[src/rtl/alu_seq.sv]
// Sequential ALU: one operation per Start/Done handshake, registered result and C/Z/N/V flags.
// Latency: single-cycle ops and zero-length shifts give Done one cycle after Start; MUL takes W+1, SHL/SHR by n take n+1.
// Backpressure: Start is ignored while Busy is high; a Start in the Done cycle is accepted.
module alu_seq #(
    parameter int WIDTH_DATA_LENGTH   = 8,
    parameter int WIDTH_ALUSEL_LENGTH = 4
) (
    input  logic                           Clk,
    input  logic                           Rst,
    input  logic                           Start,
    input  logic [WIDTH_DATA_LENGTH-1:0]   DataA,
    input  logic [WIDTH_DATA_LENGTH-1:0]   DataB,
    input  logic [WIDTH_ALUSEL_LENGTH-1:0] ALUSel,
    input  logic                           WriteCZ,
    output logic                           Busy,
    output logic                           Done,
    output logic [WIDTH_DATA_LENGTH-1:0]   DataOut,
    output logic                           CF,
    output logic                           ZF,
    output logic                           NF,
    output logic                           VF
);
    localparam int W  = WIDTH_DATA_LENGTH;
    localparam int SW = $clog2(W);
    localparam int CW = $clog2(W) + 1;

    localparam logic [WIDTH_ALUSEL_LENGTH-1:0] OP_MUL = 4'b1100;
    localparam logic [WIDTH_ALUSEL_LENGTH-1:0] OP_SHL = 4'b1101;
    localparam logic [WIDTH_ALUSEL_LENGTH-1:0] OP_SHR = 4'b1110;

    typedef enum logic {IDLE, RUN} state_t;

    state_t                         state, state_nxt;
    logic [WIDTH_ALUSEL_LENGTH-1:0] op_q;
    logic                           wcz_q;
    logic [W-1:0]                   a_q;
    logic [2*W-1:0]                 p, p_nxt;    // MUL: {partial high, multiplier}; shifts: low half is the operand
    logic [CW-1:0]                  cnt;
    logic [W:0]                     mul_sum;
    logic                           step_cf;
    logic [W-1:0]                   it_res;
    logic                           it_cf;

    logic [W:0]                     ext_a, ext_b, wide;
    logic [W-1:0]                   sc_res;
    logic                           sc_cf, sc_vf;

    logic [SW-1:0]                  amt;
    logic                           is_shift, accept, iter_req;

    assign amt      = DataB[SW-1:0];
    assign is_shift = (ALUSel == OP_SHL) || (ALUSel == OP_SHR);
    assign accept   = Start && (state == IDLE);
    assign iter_req = accept && ((ALUSel == OP_MUL) || (is_shift && (amt != '0)));

    // State register.
    always_ff @(posedge Clk) begin
        if (Rst) state <= IDLE;
        else     state <= state_nxt;
    end

    // Next-state and Busy: leave RUN on the edge that completes the last step.
    always_comb begin
        state_nxt = state;
        Busy      = 1'b0;
        case (state)
            IDLE: if (iter_req) state_nxt = RUN;
            RUN: begin
                Busy = 1'b1;
                if (cnt == CW'(1)) state_nxt = IDLE;
            end
            default: state_nxt = IDLE;
        endcase
    end

    // Single-cycle result straight from the live inputs; arithmetic in W+1 bits, carry/borrow at bit W.
    always_comb begin
        ext_a  = {1'b0, DataA};
        ext_b  = {1'b0, DataB};
        wide   = '0;
        sc_res = '0;
        sc_cf  = 1'b0;
        sc_vf  = 1'b0;
        case (ALUSel)
            4'b0000: sc_res = DataA;
            4'b0001: sc_res = DataB;
            4'b0010: begin wide = ext_a + (W+1)'(1); sc_res = wide[W-1:0]; sc_cf = wide[W]; end
            4'b0011: begin wide = ext_b + (W+1)'(1); sc_res = wide[W-1:0]; sc_cf = wide[W]; end
            4'b0100, 4'b1010: begin
                wide   = ext_a + ext_b + ((ALUSel == 4'b1010) ? {{W{1'b0}}, CF} : '0);
                sc_res = wide[W-1:0];
                sc_cf  = wide[W];
                sc_vf  = (DataA[W-1] == DataB[W-1]) && (wide[W-1] != DataA[W-1]);
            end
            4'b0101, 4'b1011: begin
                wide   = ext_a - ext_b - ((ALUSel == 4'b1011) ? {{W{1'b0}}, CF} : '0);
                sc_res = wide[W-1:0];
                sc_cf  = wide[W];
                sc_vf  = (DataA[W-1] != DataB[W-1]) && (wide[W-1] != DataA[W-1]);
            end
            4'b0110: sc_res = DataA & DataB;
            4'b0111: sc_res = DataA | DataB;
            4'b1000: sc_res = DataA >> 1;
            4'b1001: begin sc_res = DataA << 1; sc_cf = DataA[W-1]; end
            4'b1101, 4'b1110: sc_res = DataA;   // only reached with a zero shift amount
            default: ;                          // reserved: zero result, no carry/overflow
        endcase
    end

    // One iterative step; the final step's outcome is written directly into DataOut.
    always_comb begin
        p_nxt   = p;
        step_cf = 1'b0;
        mul_sum = '0;
        case (op_q)
            OP_MUL: begin
                mul_sum = {1'b0, p[2*W-1:W]} + (p[0] ? {1'b0, a_q} : '0);
                p_nxt   = {mul_sum, p[W-1:1]};
            end
            OP_SHL: begin p_nxt[W-1:0] = {p[W-2:0], 1'b0}; step_cf = p[W-1]; end
            OP_SHR: begin p_nxt[W-1:0] = {1'b0, p[W-1:1]}; step_cf = p[0];   end
            default: ;
        endcase
        it_res = p_nxt[W-1:0];
        it_cf  = (op_q == OP_MUL) ? |p_nxt[2*W-1:W] : step_cf;
    end

    // Operand capture, iteration, and result/flag registers.
    always_ff @(posedge Clk) begin
        if (Rst) begin
            op_q    <= '0;
            wcz_q   <= 1'b0;
            a_q     <= '0;
            p       <= '0;
            cnt     <= '0;
            Done    <= 1'b0;
            DataOut <= '0;
            CF      <= 1'b0;
            ZF      <= 1'b0;
            NF      <= 1'b0;
            VF      <= 1'b0;
        end else begin
            Done <= 1'b0;
            if (accept) begin
                op_q  <= ALUSel;
                wcz_q <= WriteCZ;
                a_q   <= DataA;
                if (iter_req) begin
                    p   <= (ALUSel == OP_MUL) ? {{W{1'b0}}, DataB} : {{W{1'b0}}, DataA};
                    cnt <= (ALUSel == OP_MUL) ? CW'(W) : {1'b0, amt};
                end else begin
                    DataOut <= sc_res;
                    Done    <= 1'b1;
                    if (WriteCZ) begin
                        CF <= sc_cf;
                        ZF <= (sc_res == '0);
                        NF <= sc_res[W-1];
                        VF <= sc_vf;
                    end
                end
            end else if (state == RUN) begin
                p   <= p_nxt;
                cnt <= cnt - CW'(1);
                if (cnt == CW'(1)) begin
                    DataOut <= it_res;
                    Done    <= 1'b1;
                    if (wcz_q) begin
                        CF <= it_cf;
                        ZF <= (it_res == '0);
                        NF <= it_res[W-1];
                        VF <= 1'b0;
                    end
                end
            end
        end
    end
endmodule
[config.mk]
export PLATFORM = sky130hd
export DESIGN_NAME = alu_seq
export DESIGN_NICKNAME = d
export VERILOG_FILES = /design/src/rtl/alu_seq.sv
export SDC_FILE = /design/constraint.sdc
export NUM_CORES = 1
export LEC_CHECK = 0
export CAP_MARGIN = 40
export CORE_MARGIN = 2
export CORE_UTILIZATION = 30
export DETAILED_ROUTE_END_ITERATION = 12
export PLACE_DENSITY = 0.57
export SETUP_SLACK_MARGIN = 0.05
export SYNTH_ARGS = -nofsm -noshare
export SYNTH_HDL_FRONTEND = slang
export SYNTH_SLANG_ARGS = --single-unit
[constraint.sdc]
create_clock -name Clk -period 6.7 [get_ports Clk]
set_input_delay 2.01 -clock Clk [delete_from_list [all_inputs] [get_ports Clk]]
set_output_delay 2.01 -clock Clk [all_outputs]
set_load 0.02 [all_outputs]
==> metrics.csv, run 1 <==
metric,value,unit
worstMarginPinSlew,0.892,ns
powerDensity,157,nW/µm²
antenna_cells,0,
rows,46,
final_util,34.6,%
vdd_ir_drop_max,133,µV
regArea,941,µm²
endpoint_kind,flop,
synth_fp_nets,715,
syn_inst,643,
cp_max_fo,26,
multi_input_area,3560,µm²
ff2ff_setup_slack,3.57,ns
synthArstFlopShare,0,%
finalCriticalPeriod,5.27,ns
grt_max_degree,46,
final_nets,721,
crit_end,DataOut[6]$_SDFFE_PP0P_,
cts_resized,0,
drt-initial-drc-count,486,
timing_worst_setup_path_type,in -> reg,
r2r_cells,10,
hold_path_class,reg -> reg,
cts_inserted_buffers,5,
start_util,30.7,%
setup_violations,0,
synth_area_per_cell,7.59,µm²
worstPathRequired,6.92,ns
yosysTopAreaCell,dfxtp_1,
core_area,15900,µm²
dr.pass1.iters,5,
synth_cell_types,85,
worst_setup_path_start_kind,primary input,
critPathArrivalTime,5.48,ns
r2r-start,CF$_SDFFE_PP0P_,
io_pins,38,
ant_nets,0,
ys_seq_elements,47,
port_buffers,37,
grt_pass1_vias,4836,
postCtsHoldBufs,0,
post-route-period-util,78.6,%
rsz0062_at_grt,false,
drv_cap,0,
fillers,1715,
synthFlopType,dfxtp_1,
place_congestion,0.945,
h-tree-depth,2,
routedWlPerCell,17.8,µm
ys_seq_area_share,19.3,%
cellLeakagePower,2.10,nW
root_buffer,clkbuf_16,
post_cts_buffers,0,
drc,0,
slew_headroom,40.1,%
die_x,132,µm
slew_viol_final,0,
clock_latency,0.29,ns
yosys.area.top_type_share,19.3,%
rr_endpoint,DataOut[6]$_SDFFE_PP0P_,
routed_wl,15.5,mm
yosys-top-cells-count,"nand2_1, nor2_1, a21oi_1",
via_per_inst,5.68,
timing.hold.ws,0.453,ns
areaGrowthSynthToFinish,12.7,%
syn-cell-area,4880,µm²
die-height,132,µm
grt_overflow,0,
cp-startpoint,ALUSel[2],
cts_tree,yes,
vias,4917,
path_clk_slew,0.06,ns
clock-sinks,47,
setup_tns,0,ns
clock.fmax,0.190,GHz
hold_viol_final,0,
dieArea,17300,µm²
grtUsageTotal,18.0,%
yosysWarnings,0,
synth_area_leaders,"dfxtp_1, ha_1, a21oi_1",
antenna_found_initial,0,
clock_path_buffers,2,
finClkSkew,0.00611,ns
drive_gt1_share,6.46,%
grt_pass1_wl,25.7,mm
dp_hpwl,11.6,mm
synth_edf_count,0,
outcome,"finished, final reports clean",
post-synth-top-count-cell,nand2_1,
## cells by family (layout without fill, tap and decap cells)
group,Yosys count,count (layout),synth area share [%]
xor+xnor,22,22,4.23
compound gates,199,199,28.5
mux,6,6,1.26
flops,47,47,19.3
simple gates,240,240,25.5
buf+inv,80,87,7.85
fa+ha+maj,49,49,13.3
## cell usage in the layout, fill, tap and decap left out, drive strengths merged, types with 12 or more instances in the layout
cell	Yosys	routed
nand3	14	14
a21oi	55	55
dfxtp	47	47
ha	43	43
nor2	56	56
nand2	69	69
and2	12	12
a211oi	17	17
clkdlybuf4s50	0	36
inv	32	32
nor3	19	19
o21ai	30	30
## state kept, by name (all words and copies together) (netlist names)
signal   cells
ZF           1
NF           1
a_q          8
p           16
wcz_q        1
DataOut      8
CF           1
cnt          4
op_q         4
Done         1
state        1
VF           1
## how the worst min path moves through the flow
stage	slack [ns]	from	endpoint	cells past startpoint
finish	0.45	a_q[2]$_SDFFE_PP0P_	a_q[2]$_SDFFE_PP0P_	2
global route	0.48	a_q[1]$_SDFFE_PP0P_	a_q[1]$_SDFFE_PP0P_	2
detailed placement	0.45	DataOut[3]$_SDFFE_PP0P_	DataOut[3]$_SDFFE_PP0P_	2
CTS	0.46	a_q[2]$_SDFFE_PP0P_	a_q[2]$_SDFFE_PP0P_	2
floorplan	0.43	a_q[0]$_SDFFE_PP0P_	a_q[0]$_SDFFE_PP0P_	2
global placement	0.45	a_q[7]$_SDFFE_PP0P_	a_q[7]$_SDFFE_PP0P_	2
## report_power, final
part	switching [mW]	total, mW	internal (mW)
clock	0.106	0.265	0.159
sequential	0.0146	0.308	0.294
combinational	0.176	0.292	0.116
total	0.296	0.865	0.569
## layout make-up
cell class / count / share of cell area, %
Sequential cell: 47 / 17.1
Clock buffer: 8 / 2.84
Inverter: 32 / 2.18
Tap cell: 216 / 4.91
Multi-Input combinational cell: 516 / 64.8
Timing Repair Buffer: 47 / 8.19
## per-stage QoR
stage	cells	cell area (µm²)	worst slack [ns]	power, mW
4_1_cts	866	5500	1.47	0.866
6_report	866	5500	1.43	0.865
2_1_floorplan	643	4880	1.77	0.511
3_3_place_gp	856	5320	1.21	0.597
3_5_place_dp	858	5340	1.18	0.600
5_1_grt	866	5500	1.25	0.914
## per-layer routing
| metal | wire, µm | global-route usage, % | vias up |
|---|---|---|---|
| met1 | 7400 | 26.3 | 2293 |
| met4 | 284 | 4.65 | 0 |
| li1 | - | - | 2377 |
| met3 | 1110 | 3.09 | 30 |
| met2 | 6670 | 27.1 | 217 |
| met5 | 0 | 0 | - |
## critical path, stage by stage
cell and delay, ns:
clkdlybuf4s50_1 0.39, buf_4 0.22, nor2b_1 0.29, nand4_1 0.16, fa_1 0.45, fa_1 0.43, nor2b_1 0.16, o31a_1 0.25
o21ai_0 0.14, a2111oi_2 0.38, a211oi_2 0.11, a211o_1 0.33, a21oi_1 0.15
Power figures use the tool's default switching activity.
==> run 2, diff against run 1 <==
- PLACE_DENSITY: 0.57 -> 0.58
- clock period: 6.7 -> 4.7 ns (I/O delays scaled with it)
==> run 2 against run 1 <==
Effect of this change:
- clock power is 60% higher
- die area stayed put
- flip-flop and latch count stayed put
- cell count is 2.9% higher
- critical path depth stayed put
- total power is 50% higher
- critical endpoint unchanged
- largest power group unchanged
==> metrics.csv, run 2 (same netlist as run 1, synthesis figures left out) <==
metric,value,unit,change
layout_commonest_cell,nand2_1,,
worstMarginPinSlew,0.718,ns,-0.174 ns
drc,0,,unchanged
critPathArrivalTime,4.60,ns,-0.88 ns
post_cts_buffers,0,,unchanged
slew_headroom,52.1,%,+12 points
vdd_ir_drop_max,121,µV,-9.1%
antenna_found_initial,0,,unchanged
drv_cap,0,,unchanged
routedWlPerCell,17.4,µm,-2.3%
ff2ff_setup_slack,1.57,ns,-2.00 ns
outcome,"finished, final reports clean",,
regMostFlops,p,,
r2r-start,p[0]$_SDFFE_PP0P_,,
root_buffer,clkbuf_16,,
clock_path_buffers,2,,unchanged
grt_pass1_wl,25.7,mm,about the same
drt-initial-drc-count,441,,-9.3%
rows,46,,unchanged
slew_viol_final,0,,unchanged
p_total,1.29,mW,+50%
timing_worst_setup_path_type,in -> reg,,
ant_nets,0,,unchanged
dr.pass1.iters,5,,unchanged
path_clk_slew,0.07,ns,about the same
cts_inserted_buffers,5,,unchanged
r2r_cells,10,,unchanged
antenna_cells,0,,unchanged
vias,4915,,-0.041%
grt_overflow,0,,unchanged
setup_tns,0,ns,unchanged
rsz0062_at_grt,false,,
areaGrowthSynthToFinish,16.7,%,
dieArea,17300,µm²,unchanged
grtUsageTotal,18.1,%,+0.17 points
place_congestion,0.950,,+0.51%
largest_reg_flops,16,,unchanged
cellLeakagePower,2.22,nW,+6.0%
drive_gt1_share,10.1,%,+3.6 points
die-height,132,µm,unchanged
core_area,15900,µm²,unchanged
setup_violations,0,,unchanged
clock-sinks,47,,unchanged
hold_viol_final,0,,unchanged
cp-startpoint,ALUSel[3],,
dp_hpwl,11.9,mm,+3.0%
h-tree-depth,2,,unchanged
clock.fmax,0.228,GHz,
io_pins,38,,unchanged
via_per_inst,5.52,,-2.8%
crit_end,DataOut[6]$_SDFFE_PP0P_,,
layout_common_cells,"nand2_1, nor2_1, a21oi_1",,
post-route-period-util,93.2,%,
finClkSkew,0.00588,ns,-0.000230 ns
start_util,30.7,%,unchanged
worst_setup_path_start_kind,primary input,,
reg.largest.list,"p: 16 flops, DataOut: 8 flops, a_q: 8 flops",,
grt_pass1_vias,4757,,-1.6%
hold_path_class,reg -> reg,,
powerDensity,227,nW/µm²,+45%
port_buffers,37,,unchanged
fillers,1711,,-0.23%
routed_wl,15.5,mm,+0.50%
final_nets,746,,+3.5%
clock_latency,0.29,ns,about the same
postCtsHoldBufs,0,,unchanged
rr_endpoint,CF$_SDFFE_PP0P_,,
cp_max_fo,3,,-88%
grt_max_degree,43,,-6.5%
cts_resized,0,,unchanged
endpoint_kind,flop,,
finalCriticalPeriod,4.38,ns,
cts_tree,yes,,
worstPathRequired,4.92,ns,-2.00 ns
die_x,132,µm,unchanged
-- run 2: changes by cell type in the layout (fill, tap and decap cells not counted) --
| cell | previous run | this run |
|---|---|---|
| clkbuf_1 | 1 | 0 |
| clkbuf_8 | 2 | 1 |
| clkinv_2 | 0 | 1 |
| buf_4 | 8 | 34 |
| clkbuf_2 | 0 | 1 |
| buf_12 | 1 | 0 |
| buf_2 | 2 | 1 |
| bufinv_16 | 0 | 1 |
-- run 2: report_power, final --
| group | switching (mW) | total [mW] | internal (mW) |
|---|---|---|---|
| Combinational | 0.251 | 0.432 | 0.182 |
| Sequential | 0.0212 | 0.440 | 0.419 |
| Clock | 0.158 | 0.423 | 0.265 |
-- run 2: metrics by stage --
stage	hold WS, ns	worst slack (ns)	instance area [µm²]	cells	utilization (%)
6_report	0.454	0.321	5690	891	35.8
5_1_grt	0.482	0.0943	5690	891	35.8
4_1_cts	0.456	0.390	5690	890	35.8
3_5_place_dp	0.447	0.128	5510	882	34.7
3_3_place_gp	0.440	0.128	5510	882	34.7
2_1_floorplan	0.432	0.371	4880	643	-
-- run 2: worst min-delay path by stage --
stage | start | end | slack (ns) | cells past startpoint
6_report | a_q[0]$_SDFFE_PP0P_ | a_q[0]$_SDFFE_PP0P_ | 0.45 | 2
4_1_cts | a_q[0]$_SDFFE_PP0P_ | a_q[0]$_SDFFE_PP0P_ | 0.46 | 2
5_1_grt | a_q[2]$_SDFFE_PP0P_ | a_q[2]$_SDFFE_PP0P_ | 0.48 | 2
2_1_floorplan | a_q[0]$_SDFFE_PP0P_ | a_q[0]$_SDFFE_PP0P_ | 0.43 | 2
3_5_place_dp | a_q[0]$_SDFFE_PP0P_ | a_q[0]$_SDFFE_PP0P_ | 0.45 | 2
3_3_place_gp | a_q[3]$_SDFFE_PP0P_ | a_q[3]$_SDFFE_PP0P_ | 0.44 | 2
-- run 2: area by class of cell --
cell class | count | area [µm²] | share of cell area (%)
inverters | 32 | 120 | 2.11
well taps | 216 | 270 | 4.75
multi-input cells | 516 | 3560 | 62.6
flip-flops and latches | 47 | 941 | 16.5
repair buffers | 72 | 626 | 11.0
clock buffers | 6 | 139 | 2.44
clock inverters | 2 | 35.0 | 0.616
-- run 2: routing by layer --
layer / GRT usage (%) / vias up / routed length, µm
met2: 29.0 / 193 / 6900
met4: 3.80 / 0 / 304
met5: 0 / - / 0
met3: 3.28 / 35 / 960
met1: 25.4 / 2264 / 7370
li1: - / 2423 / -
-- run 2: worst max-delay path: stages --
cell	delay (ns)
clkdlybuf4s50_1	0.47
nor2b_1	0.18
buf_4	0.15
nand4_1	0.11
fa_1	0.45
fa_1	0.42
nor2b_1	0.19
o31a_1	0.22
o21ai_0	0.13
a2111oi_2	0.36
a211oi_2	0.09
a211o_1	0.30
a21oi_1	0.14
==> run 3, diff against run 2 <==
- PLACE_DENSITY: 0.58 -> 0.45
==> run 3 against run 2 <==
Effect of this change:
- register-to-register slack got worse by 0.03 ns
- total power down 2.1%
- via count rose by 3.5%
- non-clock buffer count unchanged
- worst setup slack improved by 0.00080 ns
- cell count is the same
- global-route usage up 1.6 points
- wire length up 12%
- critical path type unchanged
- largest cell class unchanged
- highest routed layer unchanged
==> metrics.csv, run 3 (same netlist as run 1, synthesis figures left out) <==
metric,value,unit,change
postCtsHoldBufs,0,,unchanged
r2r_cells,10,,unchanged
final_nets,746,,unchanged
multi_input_area,3560,µm²,unchanged
setup_tns,0,ns,unchanged
regMostFlops,p,,
clock.fmax,0.228,GHz,about the same
crit_chain,clkdlybuf4s50_1 > nor2b_1 > nand4_1 > fa_1 > inv_1 > ha_1 > o21ai_0 > a211oi_1 > a21o_1 > a21oi_1 > xnor3_1 > a22o_1 > a41o_1,,
rr_endpoint,CF$_SDFFE_PP0P_,,
cpPeakStageDelay,0.52,ns,+0.05 ns
cts_inserted_buffers,5,,unchanged
largest_reg_flops,16,,unchanged
drive_gt1_share,9.93,%,-0.15 points
routedWlPerCell,19.5,µm,+12%
grtUsageTotal,19.8,%,+1.6 points
die-height,132,µm,unchanged
setup_violations,0,,unchanged
fillers,1718,,+0.41%
die_x,132,µm,unchanged
slew_headroom,42.2,%,-9.9 points
slowest_stage,fa_1,,
grt_pass1_vias,4831,,+1.6%
place_congestion,0.977,,+2.8%
hold_path_class,reg -> reg,,
worst_setup_path_start_kind,primary input,,
layoutNonFillerInstCount,891,,unchanged
r2r-start,p[0]$_SDFFE_PP0P_,,
clock_latency,0.30,ns,about the same
cp_max_fo,3,,unchanged
path_clk_slew,0.06,ns,about the same
ant_nets,0,,unchanged
cts_resized,0,,unchanged
critPathArrivalTime,4.57,ns,-0.03 ns
min_from,a_q[0]$_SDFFE_PP0P_,,
p_total,1.27,mW,-2.1%
layout_commonest_cell,nand2_1,,
drv_cap,0,,unchanged
antenna_found_initial,0,,unchanged
drc,0,,unchanged
slew_viol_final,0,,unchanged
rows,46,,unchanged
worstPathRequired,4.89,ns,-0.03 ns
place_inst,883,,+0.11%
powerDensity,223,nW/µm²,-1.9%
grt_overflow,0,,unchanged
dieArea,17300,µm²,unchanged
port_buffers,37,,unchanged
ff2ff_setup_slack,1.54,ns,-0.03 ns
via_per_inst,5.71,,+3.5%
cp.buffers_inverters,2,,unchanged
areaGrowthSynthToFinish,16.4,%,
timing_worst_setup_path_type,in -> reg,,
start_util,30.7,%,unchanged
vias,5085,,+3.5%
routed_wl,17.4,mm,+12%
regArea,941,µm²,unchanged
crit_family,compound AO/OA/AOI/OAI gates,,
holdPathStages,2,,unchanged
worstMarginPinSlew,0.861,ns,+0.143 ns
root_buffer,clkbuf_16,,
layout_common_cells,"nand2_1, nor2_1, a21oi_1",,
vdd_ir_drop_max,136,µV,+12%
finClkSkew,0.00698,ns,+0.00110 ns
outcome,"finished, final reports clean",,
cts_tree,yes,,
core_area,15900,µm²,unchanged
reg.largest.list,"p: 16 flops, DataOut: 8 flops, a_q: 8 flops",,
clock-sinks,47,,unchanged
finalCriticalPeriod,4.38,ns,-0.000799 ns
antenna_cells,0,,unchanged
dp_hpwl,13.0,mm,+9.0%
dr.pass1.iters,5,,unchanged
drt-initial-drc-count,426,,-3.4%
hold_end,a_q[0]$_SDFFE_PP0P_,,
post_cts_buffers,0,,unchanged
cellLeakagePower,2.21,nW,-0.45%
final_util,35.7,%,-0.095 points
grt_max_degree,49,,+14%
rsz0062_at_grt,false,,
post-route-period-util,93.2,%,about the same
clock_path_buffers,2,,unchanged
io_pins,38,,unchanged
endpoint_kind,flop,,
h-tree-depth,2,,unchanged
grt_pass1_wl,27.3,mm,+6.3%
hold_viol_final,0,,unchanged
## run 3: cell count changes in the layout (fill, tap and decap cells not counted)
cell / change
buf_4: +1
clkbuf_2: -1
clkinv_2: -1
clkbuf_8: +1
clkbuf_1: +1
bufinv_16: -1
## run 3: worst max-delay path by stage
stage / from / end / slack [ns] / cells past startpoint
after global routing: ALUSel[3] / VF$_SDFFE_PP0P_ / 0.14 / 13
final: ALUSel[3] / VF$_SDFFE_PP0P_ / 0.32 / 13
after CTS: ALUSel[3] / VF$_SDFFE_PP0P_ / 0.35 / 13
after detailed placement: ALUSel[3] / VF$_SDFFE_PP0P_ / 0.06 / 13
after floorplan: ALUSel[0] / VF$_SDFFE_PP0P_ / 0.37 / 15
after global placement: ALUSel[3] / VF$_SDFFE_PP0P_ / 0.08 / 13
## run 3: cell type report
| class | instances | share of cell area (%) |
|---|---|---|
| flip-flops and latches | 47 | 16.6 |
| well taps | 216 | 4.76 |
| inverters | 32 | 2.12 |
| repair buffers | 72 | 11.1 |
| clock buffers | 8 | 2.76 |
| multi-input cells | 516 | 62.7 |
## run 3: where the power goes
part / leakage, nW / internal (mW) / switching [mW]
sequential: 0.384 / 0.419 / 0.0207
combinational: 1.75 / 0.183 / 0.261
clock: 0.0772 / 0.227 / 0.157
## run 3: worst min-delay path: cells and delay by family (launching register included)
| kind | cells | cell delay [ns] |
|---|---|---|
| flops | 1 | 0.30 |
| simple gates | 1 | 0.05 |
| compound gates | 1 | 0.05 |
## run 3: metal layers
| layer | track usage (%) | share of wire, % |
|---|---|---|
| met4 | 5.13 | 1.6 |
| met5 | 0 | 0 |
| met1 | 28.3 | 48 |
| met2 | 30.3 | 44 |
| met3 | 3.70 | 6.4 |
## run 3: through the flow
stage | worst slack (ns) | hold slack (ns) | area [µm²]
final | 0.322 | 0.449 | 5680
after global routing | 0.140 | 0.474 | 5680
after CTS | 0.354 | 0.452 | 5680
after detailed placement | 0.0597 | 0.444 | 5520
after global placement | 0.0832 | 0.445 | 5520
after floorplan | 0.371 | 0.432 | 4880
